`config.mk`:
```
export PLATFORM = sky130hd
export DESIGN_NAME = tt_um_nibble_add_seq_flat
export DESIGN_NICKNAME = d
export VERILOG_FILES = /design/src/rtl/tt_um_nibble_add_seq_if.sv /design/src/rtl/tt_um_nibble_add_seq.sv /design/src/flat_wrapper.sv
export SDC_FILE = /design/constraint.sdc
export NUM_CORES = 1
export LEC_CHECK = 0
export ABC_AREA = 1
export BUFFER_PORTS_ARGS = -buffer_cell sky130_fd_sc_hd__buf_4
export CAP_MARGIN = 10
export CORE_AREA = 2 2 50 99
export DETAILED_ROUTE_END_ITERATION = 10
export DIE_AREA = 0 0 52 101
export PLACE_DENSITY = 0.65
export SYNTH_ARGS = -nofsm -noshare
export SYNTH_HDL_FRONTEND = slang
export SYNTH_SLANG_ARGS = --single-unit
```
`constraint.sdc`:
```
create_clock -name clk -period 2.2 [get_ports clk]
set_input_delay 0 -clock clk [delete_from_list [all_inputs] [get_ports clk]]
set_output_delay 0 -clock clk [all_outputs]
set_load 0.1 [all_outputs]
```
`src/rtl/tt_um_nibble_add_seq_if.sv`:
```
// Operand, handshake and result signals of the nibble-serial adder.
// The stimulus side takes the master modport and the adder takes the slave modport.
interface tt_um_nibble_add_seq_if;
  logic       ena;
  logic [7:0] ui_in;
  logic [7:0] uio_in;
  logic [7:0] uo_out;
  logic [7:0] uio_out;
  logic [7:0] uio_oe;

  modport master (
    output ena, ui_in, uio_in,
    input  uo_out, uio_out, uio_oe
  );

  modport slave (
    input  ena, ui_in, uio_in,
    output uo_out, uio_out, uio_oe
  );
endinterface

```
`src/rtl/tt_um_nibble_add_seq.sv`:
```
// 16-bit adder that shares one 4-bit adder over four operand beats, LS nibble first.
// The result is read back one nibble at a time under out_ready backpressure.
module tt_um_nibble_add_seq (
  input  logic                          clk,
  input  logic                          rst_n,
  tt_um_nibble_add_seq_if.slave         bus
);

  typedef enum logic {
    ST_LOAD = 1'b0,
    ST_OUT  = 1'b1
  } state_e;

  // Unpack the control bits that share the uio_in bus.
  logic       in_valid;
  logic       out_ready;
  logic       abort;
  logic       carry_in;
  logic [3:0] nib_a;
  logic [3:0] nib_b;

  assign in_valid  = bus.uio_in[0];
  assign out_ready = bus.uio_in[2];
  assign abort     = bus.uio_in[4];
  assign carry_in  = bus.uio_in[6];
  assign nib_a     = bus.ui_in[3:0];
  assign nib_b     = bus.ui_in[7:4];

  logic unused_uio_bits;
  assign unused_uio_bits = ^{bus.uio_in[7], bus.uio_in[5], bus.uio_in[3], bus.uio_in[1]};

  state_e     state_q, state_d;
  logic [1:0] wr_idx_q, wr_idx_d;
  logic [1:0] rd_idx_q, rd_idx_d;
  logic       carry_q, carry_d;
  logic [3:0] res_q [4];
  logic [3:0] res_d [4];
  logic [7:0] uo_out_q, uo_out_d;
  logic [7:0] uio_out_q, uio_out_d;

  // The single shared adder; beat 0 takes its carry from the pin, later beats chain.
  logic       beat_cin;
  logic [4:0] sum;

  always_comb begin
    beat_cin = (wr_idx_q == 2'd0) ? carry_in : carry_q;
    sum      = {1'b0, nib_a} + {1'b0, nib_b} + {4'b0000, beat_cin};
  end

  // Next-state logic. ena=0 leaves every _d equal to its _q, so all state holds.
  always_comb begin
    // NOTE: every variable gets a default before any branch; a path that skips
    // an assignment in always_comb would otherwise infer a latch.
    state_d  = state_q;
    wr_idx_d = wr_idx_q;
    rd_idx_d = rd_idx_q;
    carry_d  = carry_q;
    res_d    = res_q;

    if (bus.ena) begin
      if (abort) begin
        state_d  = ST_LOAD;
        wr_idx_d = 2'd0;
        rd_idx_d = 2'd0;
        carry_d  = 1'b0;
        for (int i = 0; i < 4; i++) begin
          res_d[i] = 4'h0;
        end
      end else begin
        unique case (state_q)
          ST_LOAD: begin
            if (in_valid) begin
              res_d[wr_idx_q] = sum[3:0];
              carry_d         = sum[4];
              wr_idx_d        = wr_idx_q + 2'd1;
              if (wr_idx_q == 2'd3) begin
                state_d  = ST_OUT;
                rd_idx_d = 2'd0;
              end
            end
          end
          ST_OUT: begin
            if (out_ready) begin
              if (rd_idx_q == 2'd3) begin
                state_d  = ST_LOAD;
                wr_idx_d = 2'd0;
                rd_idx_d = 2'd0;
                carry_d  = 1'b0;
              end else begin
                rd_idx_d = rd_idx_q + 2'd1;
              end
            end
          end
          default: state_d = ST_LOAD;
        endcase
      end
    end
  end

  // Outputs are decoded from next-state values and registered, so the pins
  // change in the same cycle as the state they describe yet never follow an
  // input combinationally.
  logic busy_d;
  logic out_valid_d;
  logic in_ready_d;

  always_comb begin
    out_valid_d = (state_d == ST_OUT);
    in_ready_d  = (state_d == ST_LOAD);
    busy_d      = (state_d == ST_OUT) || (wr_idx_d != 2'd0);
    uo_out_d    = 8'h00;
    if (out_valid_d) begin
      uo_out_d = {1'b1, rd_idx_d, carry_d, res_d[rd_idx_d]};
    end
    uio_out_d = {2'b00, busy_d, 1'b0, out_valid_d, 1'b0, in_ready_d, 1'b0};
  end

  always_ff @(posedge clk or negedge rst_n) begin
    if (!rst_n) begin
      state_q   <= ST_LOAD;
      wr_idx_q  <= 2'd0;
      rd_idx_q  <= 2'd0;
      carry_q   <= 1'b0;
      // NOTE: the result slots are reset along with the control state so that a
      // sum interrupted by reset can never be read back by a later operation.
      for (int i = 0; i < 4; i++) begin
        res_q[i] <= 4'h0;
      end
      uo_out_q  <= 8'h00;
      uio_out_q <= 8'h02;
    end else begin
      // NOTE: non-blocking assignments here so every flop samples the values
      // from before this edge, independent of statement order.
      state_q   <= state_d;
      wr_idx_q  <= wr_idx_d;
      rd_idx_q  <= rd_idx_d;
      carry_q   <= carry_d;
      res_q     <= res_d;
      uo_out_q  <= uo_out_d;
      uio_out_q <= uio_out_d;
    end
  end

  assign bus.uo_out  = uo_out_q;
  assign bus.uio_out = uio_out_q;
  assign bus.uio_oe  = 8'b0010_1010;

endmodule

```
`src/flat_wrapper.sv`:
```
// flat-port wrapper written by rule: the top's interface ports become plain ports
module tt_um_nibble_add_seq_flat 
  (clk, rst_n, bus_ena, bus_ui_in, bus_uio_in, bus_uo_out, bus_uio_out, bus_uio_oe);
  tt_um_nibble_add_seq_if bus_i ();
  input  logic clk;
  input  logic rst_n;
  input wire logic [$bits(bus_i.ena)-1:0] bus_ena;
  input wire logic [$bits(bus_i.ui_in)-1:0] bus_ui_in;
  input wire logic [$bits(bus_i.uio_in)-1:0] bus_uio_in;
  output wire logic [$bits(bus_i.uo_out)-1:0] bus_uo_out;
  output wire logic [$bits(bus_i.uio_out)-1:0] bus_uio_out;
  output wire logic [$bits(bus_i.uio_oe)-1:0] bus_uio_oe;
  assign bus_i.ena = bus_ena;
  assign bus_i.ui_in = bus_ui_in;
  assign bus_i.uio_in = bus_uio_in;
  assign bus_uo_out = bus_i.uo_out;
  assign bus_uio_out = bus_i.uio_out;
  assign bus_uio_oe = bus_i.uio_oe;
  tt_um_nibble_add_seq u_core (.clk(clk), .rst_n(rst_n), .bus(bus_i));
endmodule
```
After elaboration in Yosys (flattened, before gate mapping)
Cells that the tools add are included.
{ "totals": {"output_inout_bits": 24, "regBits": 33, "wordCells": 65} }
{ "op_classes": {"n_reduce_logical": 4, "bitwise": 4, "n_eq_ne": 2, "magnitude_cmp": 3, "add_sub_neg": 4, "mux": 38} }
{ "ops": {"columns": ["operator", "n"], "rows": [
  ["$mux 16", 4],
  ["$mux 2", 11],
  ["$bwmux 16", 1],
  ["$mux 1", 12],
  ["$mux 4", 3],
  ["$bmux 4 s2", 1],
  ["$demux 4 s2", 1],
  ["$mux 8", 1],
  ["$pmux 2 s2", 2],
  ["$ge 3x3->1 const B", 2],
  ["$not 2->3", 2],
  ["$add 4x4->5", 1],
  ["$add 5x1->5", 1],
  ["$add 2x1->2 const B", 2],
  ["$eq 2x2->1 const B", 2],
  ["$pmux 1 s2", 2],
  ["$lt 3x1->1 const B", 1],
  ["$logic_not 2->1", 1],
  ["$not 1->1", 2],
  ["$reduce_bool 2->1", 1],
  ["$logic_and 1x1->1", 1],
  ["$logic_or 1x1->1", 1]
]} }

Longest topological paths before layout
{ "depth": {"ltp_word": 14, "ltp_mapped": 13, "depth_no_buf": 13} }

Worst setup path before layout
OpenSTA, ideal clock, no wires.
{ "synth_path": {"path_type": "flip-flop to flip-flop", "from": "register u_core.wr_idx_q[0]", "to": "register u_core.uo_out_q[2] (netlist: u_core.bus.uo_out[2])", "period_less_slack_ns": 2.282, "setup_ns": 0.122, "slack_ns": -0.082, "stages_incl_launch_ff": 12, "t_required_ns": 2.078, "arrival_time_ns": 2.160, "cell_sequence": "dfrtp_1 > inv_1 > ha_1 > mux2i_1 > fa_1 > fa_1 > xor2_1 > nand2_1 > nand3_1 > nand2_1 > nand3_1 > a21oi_1"} }
{ "synth_between": {"elab_chain_cells": 14} }
{ "synth_lines": {"columns": ["item", "line", "text"], "rows": [
  ["start: declaration", "tt_um_nibble_add_seq.sv:33", "logic [1:0] wr_idx_q, wr_idx_d;"],
  ["start signal: assignment", "tt_um_nibble_add_seq.sv:135", "wr_idx_q <= wr_idx_d;"],
  ["$not 2->3 (implied by the code)", "tt_um_nibble_add_seq.sv:73", "res_d[wr_idx_q] = sum[3:0];"],
  ["$ge 3x3->1 (implied by the code) / $lt 3x1->1 (equally long branches)", "tt_um_nibble_add_seq.sv:73", null],
  ["$logic_and 1x1->1 (implied by the code)", "tt_um_nibble_add_seq.sv:73", null],
  ["$mux 4 (implied by the code)", "tt_um_nibble_add_seq.sv:73", null],
  ["$demux 4 s2", "tt_um_nibble_add_seq.sv:73", null],
  ["$bwmux 16", "tt_um_nibble_add_seq.sv:73", null],
  ["$mux 16", "tt_um_nibble_add_seq.sv:72", "if (in_valid) begin"],
  ["$mux 16", "tt_um_nibble_add_seq.sv:70", "unique case (state_q)"],
  ["$mux 16", "tt_um_nibble_add_seq.sv:61", "if (abort) begin"],
  ["$mux 16", "tt_um_nibble_add_seq.sv:60", "if (bus.ena) begin"],
  ["$bmux 4 s2", "tt_um_nibble_add_seq.sv:113", "uo_out_d = {1'b1, rd_idx_d, carry_d, res_d[rd_idx_d]};"],
  ["$mux 4 (implied by the code) (2 in series)", "tt_um_nibble_add_seq.sv:113", null],
  ["$mux 8 (*)", "tt_um_nibble_add_seq.sv:112", "if (out_valid_d) begin"],
  ["via u_core.uo_out_d[2]", "tt_um_nibble_add_seq.sv:38", "logic [7:0] uo_out_q, uo_out_d;"],
  ["end signal: assignment", "tt_um_nibble_add_seq.sv:139", "uo_out_q <= uo_out_d;"],
  ["end: declaration", "tt_um_nibble_add_seq.sv:38", null]
]} }
Mark *: on every way through the listed nets, which the timed path passes. The rest lies on a longest branch. The select of a mux whose other input is x is not followed.

Final worst setup path
{ "layout_path": {"from": "register u_core.wr_idx_q[1]", "to": "register u_core.uo_out_q[2] (netlist: u_core.bus.uo_out[2])"} }
The elaborated chain is that of the path after synthesis.

==> results.sh <==
export IMPL_worstSkewPairLatency_ns=0.29
export IMPL_synth_lib_cells_used_distinct=31
export IMPL_timing_hold_ws_ns=0.0329
export IMPL_worst_setup_hold_path_clk_slew_ns=0.06
export IMPL_antenna_found_initial=0
export IMPL_tritoncts_clock_tree="built"
export IMPL_max_slew_worst_pin_slew_ns=0.618
export IMPL_die_width_um=52
export IMPL_yosys_cell_count_top_type="sky130_fd_sc_hd__nand2_1"
export IMPL_design_core_area_um2=4510
export IMPL_synth_seq_area_share_pct=40.5
export IMPL_critPathArrivalTime_ns=2.48
export IMPL_r2r_cells=11
export IMPL_globalRouteOverflowTotal=0
export IMPL_grt_first_pass_wirelength_um=7170
export IMPL_avgRoutedWirePerCell_um=12.4
export IMPL_final_cell_count_no_fill=338
export IMPL_power_density_nw_per_um2=741
export IMPL_yosysTopAreaCellShare_pct=39.2
export IMPL_setup_viol=2
export IMPL_ioPinCount=43
export IMPL_dieHeight_um=101
export IMPL_number_of_optimization_iterations_in_the_first_detailed_route_pass=4
export IMPL_grt_start_max_net_pins=32
export IMPL_vias_after_detailed_routing=1597
export IMPL_regToRegStartpoint="u_core.wr_idx_q[1]"
export IMPL_rrSetupSlack_ns=-0.07
export IMPL_area_growth_pct=27.0
export IMPL_fillers=429
export IMPL_timing_clock_skew_ns=0.00484
export IMPL_floorplan_rows=35
export IMPL_synth_top_cells_by_area="sky130_fd_sc_hd__dfrtp_1 (39%), sky130_fd_sc_hd__nand2_1 (11%), sky130_fd_sc_hd__inv_1 (7.8%)"
export IMPL_clock_fmax_mhz=441
export IMPL_synth_top_cells_by_count="sky130_fd_sc_hd__nand2_1 (57), sky130_fd_sc_hd__inv_1 (40), sky130_fd_sc_hd__dfrtp_1 (30)"
export IMPL_diodes_inserted=0
export IMPL_maxSlewViolCount=0
export IMPL_path_class="reg2reg"
export IMPL_min_delay_path_class="in2reg"
export IMPL_hold_viol=0
export IMPL_detail_route_iter0_violations=90
export IMPL_post_route_cells_drive_above_1_share_pct=31.1
export IMPL_groute_usage_overall_pct=18.4
export IMPL_design_final_nets=311
export IMPL_initial_core_util_pct=42.5
export IMPL_switching_share_pct=34.2
export IMPL_design_power_total_uw=1800
export IMPL_setup_ws_ns=-0.0667
export IMPL_slew_limit_headroom_pct=58.7
export IMPL_drc_errors=0
export IMPL_yosys_area_top_type="sky130_fd_sc_hd__dfrtp_1"
export IMPL_worstHoldStart="bus_ena"
export IMPL_power_ir_vdd_worst_mv=0.568
export IMPL_postSynthCellCount=239
export IMPL_violated_checks="setup timing"
export IMPL_cts_root_to_sink_buffers=2
export IMPL_cp_end_kind="flop"
export IMPL_cts_root_buf="sky130_fd_sc_hd__clkbuf_8"
export IMPL_vias_per_cell=4.72
export IMPL_part_of_the_power_in_combinational_logic_pct=32.0
export IMPL_die_area_um2=5250
export IMPL_ys_warnings_count=0
export IMPL_avgSynthCellArea_um2=8.02
export IMPL_worstPathMaxFanout=4
export IMPL_outcome="finished with violations"
export IMPL_hold_depth=2
export IMPL_final_critical_path_required_period_ns=2.27
export IMPL_p_clk_share_pct=32.5
export IMPL_flip_flop_and_latch_count_after_synthesis=31
export IMPL_internal_power_uw=1190
export IMPL_switching_power_uw=616
export IMPL_ys_dominant_reg_cell="sky130_fd_sc_hd__dfrtp_1"
export IMPL_finalCritPeriodShare_pct=103
export IMPL_clock_sinks=31
export IMPL_ys_async_sr_fraction_pct=100
export IMPL_place_gp_congestion=0.830
export IMPL_grt_setup_unrepaired="true"
export IMPL_h_tree_depth=2
export IMPL_hpwlAfterDp_um=3110
export IMPL_power_static_leakage_uw=0.00136
export IMPL_detail_route_antenna_nets=0
export IMPL_drt_wl_total_um=4210
export IMPL_r2r_end="u_core.bus.uo_out[2]"
export IMPL_number_of_enable_type_register_cells_in_the_synthesized_netlist=0
export IMPL_power_frac_seq_pct=35.4
export IMPL_cts_buffers=5
export IMPL_maxCapViolations=0
export IMPL_syn_cell_area_um2=1920
export IMPL_post_place_cells=325
export IMPL_buffer_ports_inserted=25
export IMPL_cp_start_kind="flop"
export IMPL_first_global_vias=1564
export IMPL_hold_path_endpoint="u_core.bus.uio_out[3]"
export IMPL_required_time_of_the_critical_path_ns=2.42
state kept, by name, indices dropped and copies added (netlist names):
name	cells
u_core.res_q	16
u_core.carry_q	1
u_core.bus.uio_out	3
u_core.rd_idx_q	2
u_core.wr_idx_q	2
u_core.bus.uo_out	7
layer usage:
metal	vias to the layer above	share of wire, %	track usage, %
li1	792	-	-
met4	0	2.6	8.30
met5	-	0	0
met2	42	52	30.8
met3	10	4.8	3.56
met1	753	40	22.2
cells in the final DEF, fill, tap and decap left out:
master and count:
sky130_fd_sc_hd__nand4_1 2, sky130_fd_sc_hd__ha_4 1, sky130_fd_sc_hd__nand2_1 52, sky130_fd_sc_hd__clkbuf_8 6, sky130_fd_sc_hd__clkinv_2 1, sky130_fd_sc_hd__fa_2 2
sky130_fd_sc_hd__buf_6 3, sky130_fd_sc_hd__or2_1 5, sky130_fd_sc_hd__nand3_2 6, sky130_fd_sc_hd__inv_6 1, sky130_fd_sc_hd__dfstp_2 1, sky130_fd_sc_hd__nand3_1 22
sky130_fd_sc_hd__bufinv_16 1, sky130_fd_sc_hd__a21oi_1 9, sky130_fd_sc_hd__inv_2 9, sky130_fd_sc_hd__buf_4 38, sky130_fd_sc_hd__ha_1 7, sky130_fd_sc_hd__o21ai_0 4
sky130_fd_sc_hd__o21ai_2 2, sky130_fd_sc_hd__o211ai_1 1, sky130_fd_sc_hd__nor2_1 10, sky130_fd_sc_hd__nor2_8 2, sky130_fd_sc_hd__nor2_4 2, sky130_fd_sc_hd__o22ai_1 1
sky130_fd_sc_hd__inv_4 1, sky130_fd_sc_hd__a31oi_1 1, sky130_fd_sc_hd__o21ai_1 1, sky130_fd_sc_hd__inv_1 36, sky130_fd_sc_hd__conb_1 13, sky130_fd_sc_hd__mux2i_2 1
sky130_fd_sc_hd__dfrtp_1 30, sky130_fd_sc_hd__nand2_2 6, sky130_fd_sc_hd__or2_2 1, sky130_fd_sc_hd__xor2_4 1, sky130_fd_sc_hd__nand2_8 2, sky130_fd_sc_hd__a21oi_2 1
sky130_fd_sc_hd__dlygate4sd3_1 1
kinds of logic after synthesis:
group	share of synthesized area (%)
buffers and inverters	16.1
flip-flops	40.5
adder cells (fa/ha/maj)	7.31
AND/OR/NAND/NOR	29.0
multiplexers	0.522
XOR/XNOR	0.457
other	0.392
AO/OA/AOI/OAI	5.68
worst max-delay path, cell delays in order, from the launching register on:
cell	delay [ns]
sky130_fd_sc_hd__dfrtp_1	0.37
sky130_fd_sc_hd__inv_2	0.06
sky130_fd_sc_hd__ha_4	0.16
sky130_fd_sc_hd__mux2i_2	0.15
sky130_fd_sc_hd__fa_2	0.36
sky130_fd_sc_hd__fa_2	0.42
sky130_fd_sc_hd__xor2_4	0.19
sky130_fd_sc_hd__nand2_1	0.09
sky130_fd_sc_hd__nand3_2	0.09
sky130_fd_sc_hd__nand2_2	0.10
sky130_fd_sc_hd__nand3_2	0.06
sky130_fd_sc_hd__a21oi_2	0.14
power by group through the flow:
stage | logic (uW) | registers [uW] | clock network, uW
2_1_floorplan | 345 | 692 | 0
3_5_place_dp | 515 | 648 | 0
6_report | 578 | 639 | 587
3_3_place_gp | 508 | 645 | 0
5_1_grt | 632 | 644 | 630
4_1_cts | 549 | 638 | 596
worst max path at each step:
stage	slack [ns]	from	cells after the start	endpoint
floorplan	0.02	u_core.wr_idx_q[0]	11	u_core.bus.uo_out[2]
global placement	-0.05	u_core.wr_idx_q[0]	11	u_core.bus.uo_out[2]
detailed placement	-0.11	u_core.wr_idx_q[0]	11	u_core.bus.uo_out[2]
CTS	-0.06	u_core.wr_idx_q[1]	11	u_core.bus.uo_out[2]
global route	-0.17	u_core.wr_idx_q[0]	11	u_core.bus.uo_out[2]
finish	-0.07	u_core.wr_idx_q[1]	11	u_core.bus.uo_out[2]
through the flow:
step                area (um2)  setup TNS, ns  setup slack, ns  util (%)
floorplan                 1970              0           0.0154         -
global placement          2190        -0.0510          -0.0510      48.6
detailed placement        2190         -0.120           -0.111      48.6
CTS                       2390        -0.0870          -0.0569      52.9
global route              2430         -0.593           -0.172      54.0
finish                    2430        -0.0911          -0.0667      54.0
final cells by class:
class                           count  area (um2)  share of cell area [%]
Multi-Input combinational cell    155         957                    39.3
Clock inverter                      2        35.0                    1.44
Tap cell                           55        68.8                    2.83
Inverter                           47         184                    7.56
Sequential cell                    31         777                    31.9
Clock buffer                        6        82.6                    3.39
Timing Repair Buffer               42         329                    13.5
what timing repair did:
item                                    4_1_cts  5_1_grt
endpoints found under the hold margin        31        0
buffers inserted                              2        2
endpoints found under the setup margin        5       11
hold buffers                                  1        0
pin swaps                                     8       10
gates resized for setup                      10       14
Note: power is estimated with default switching activity, not from simulation.
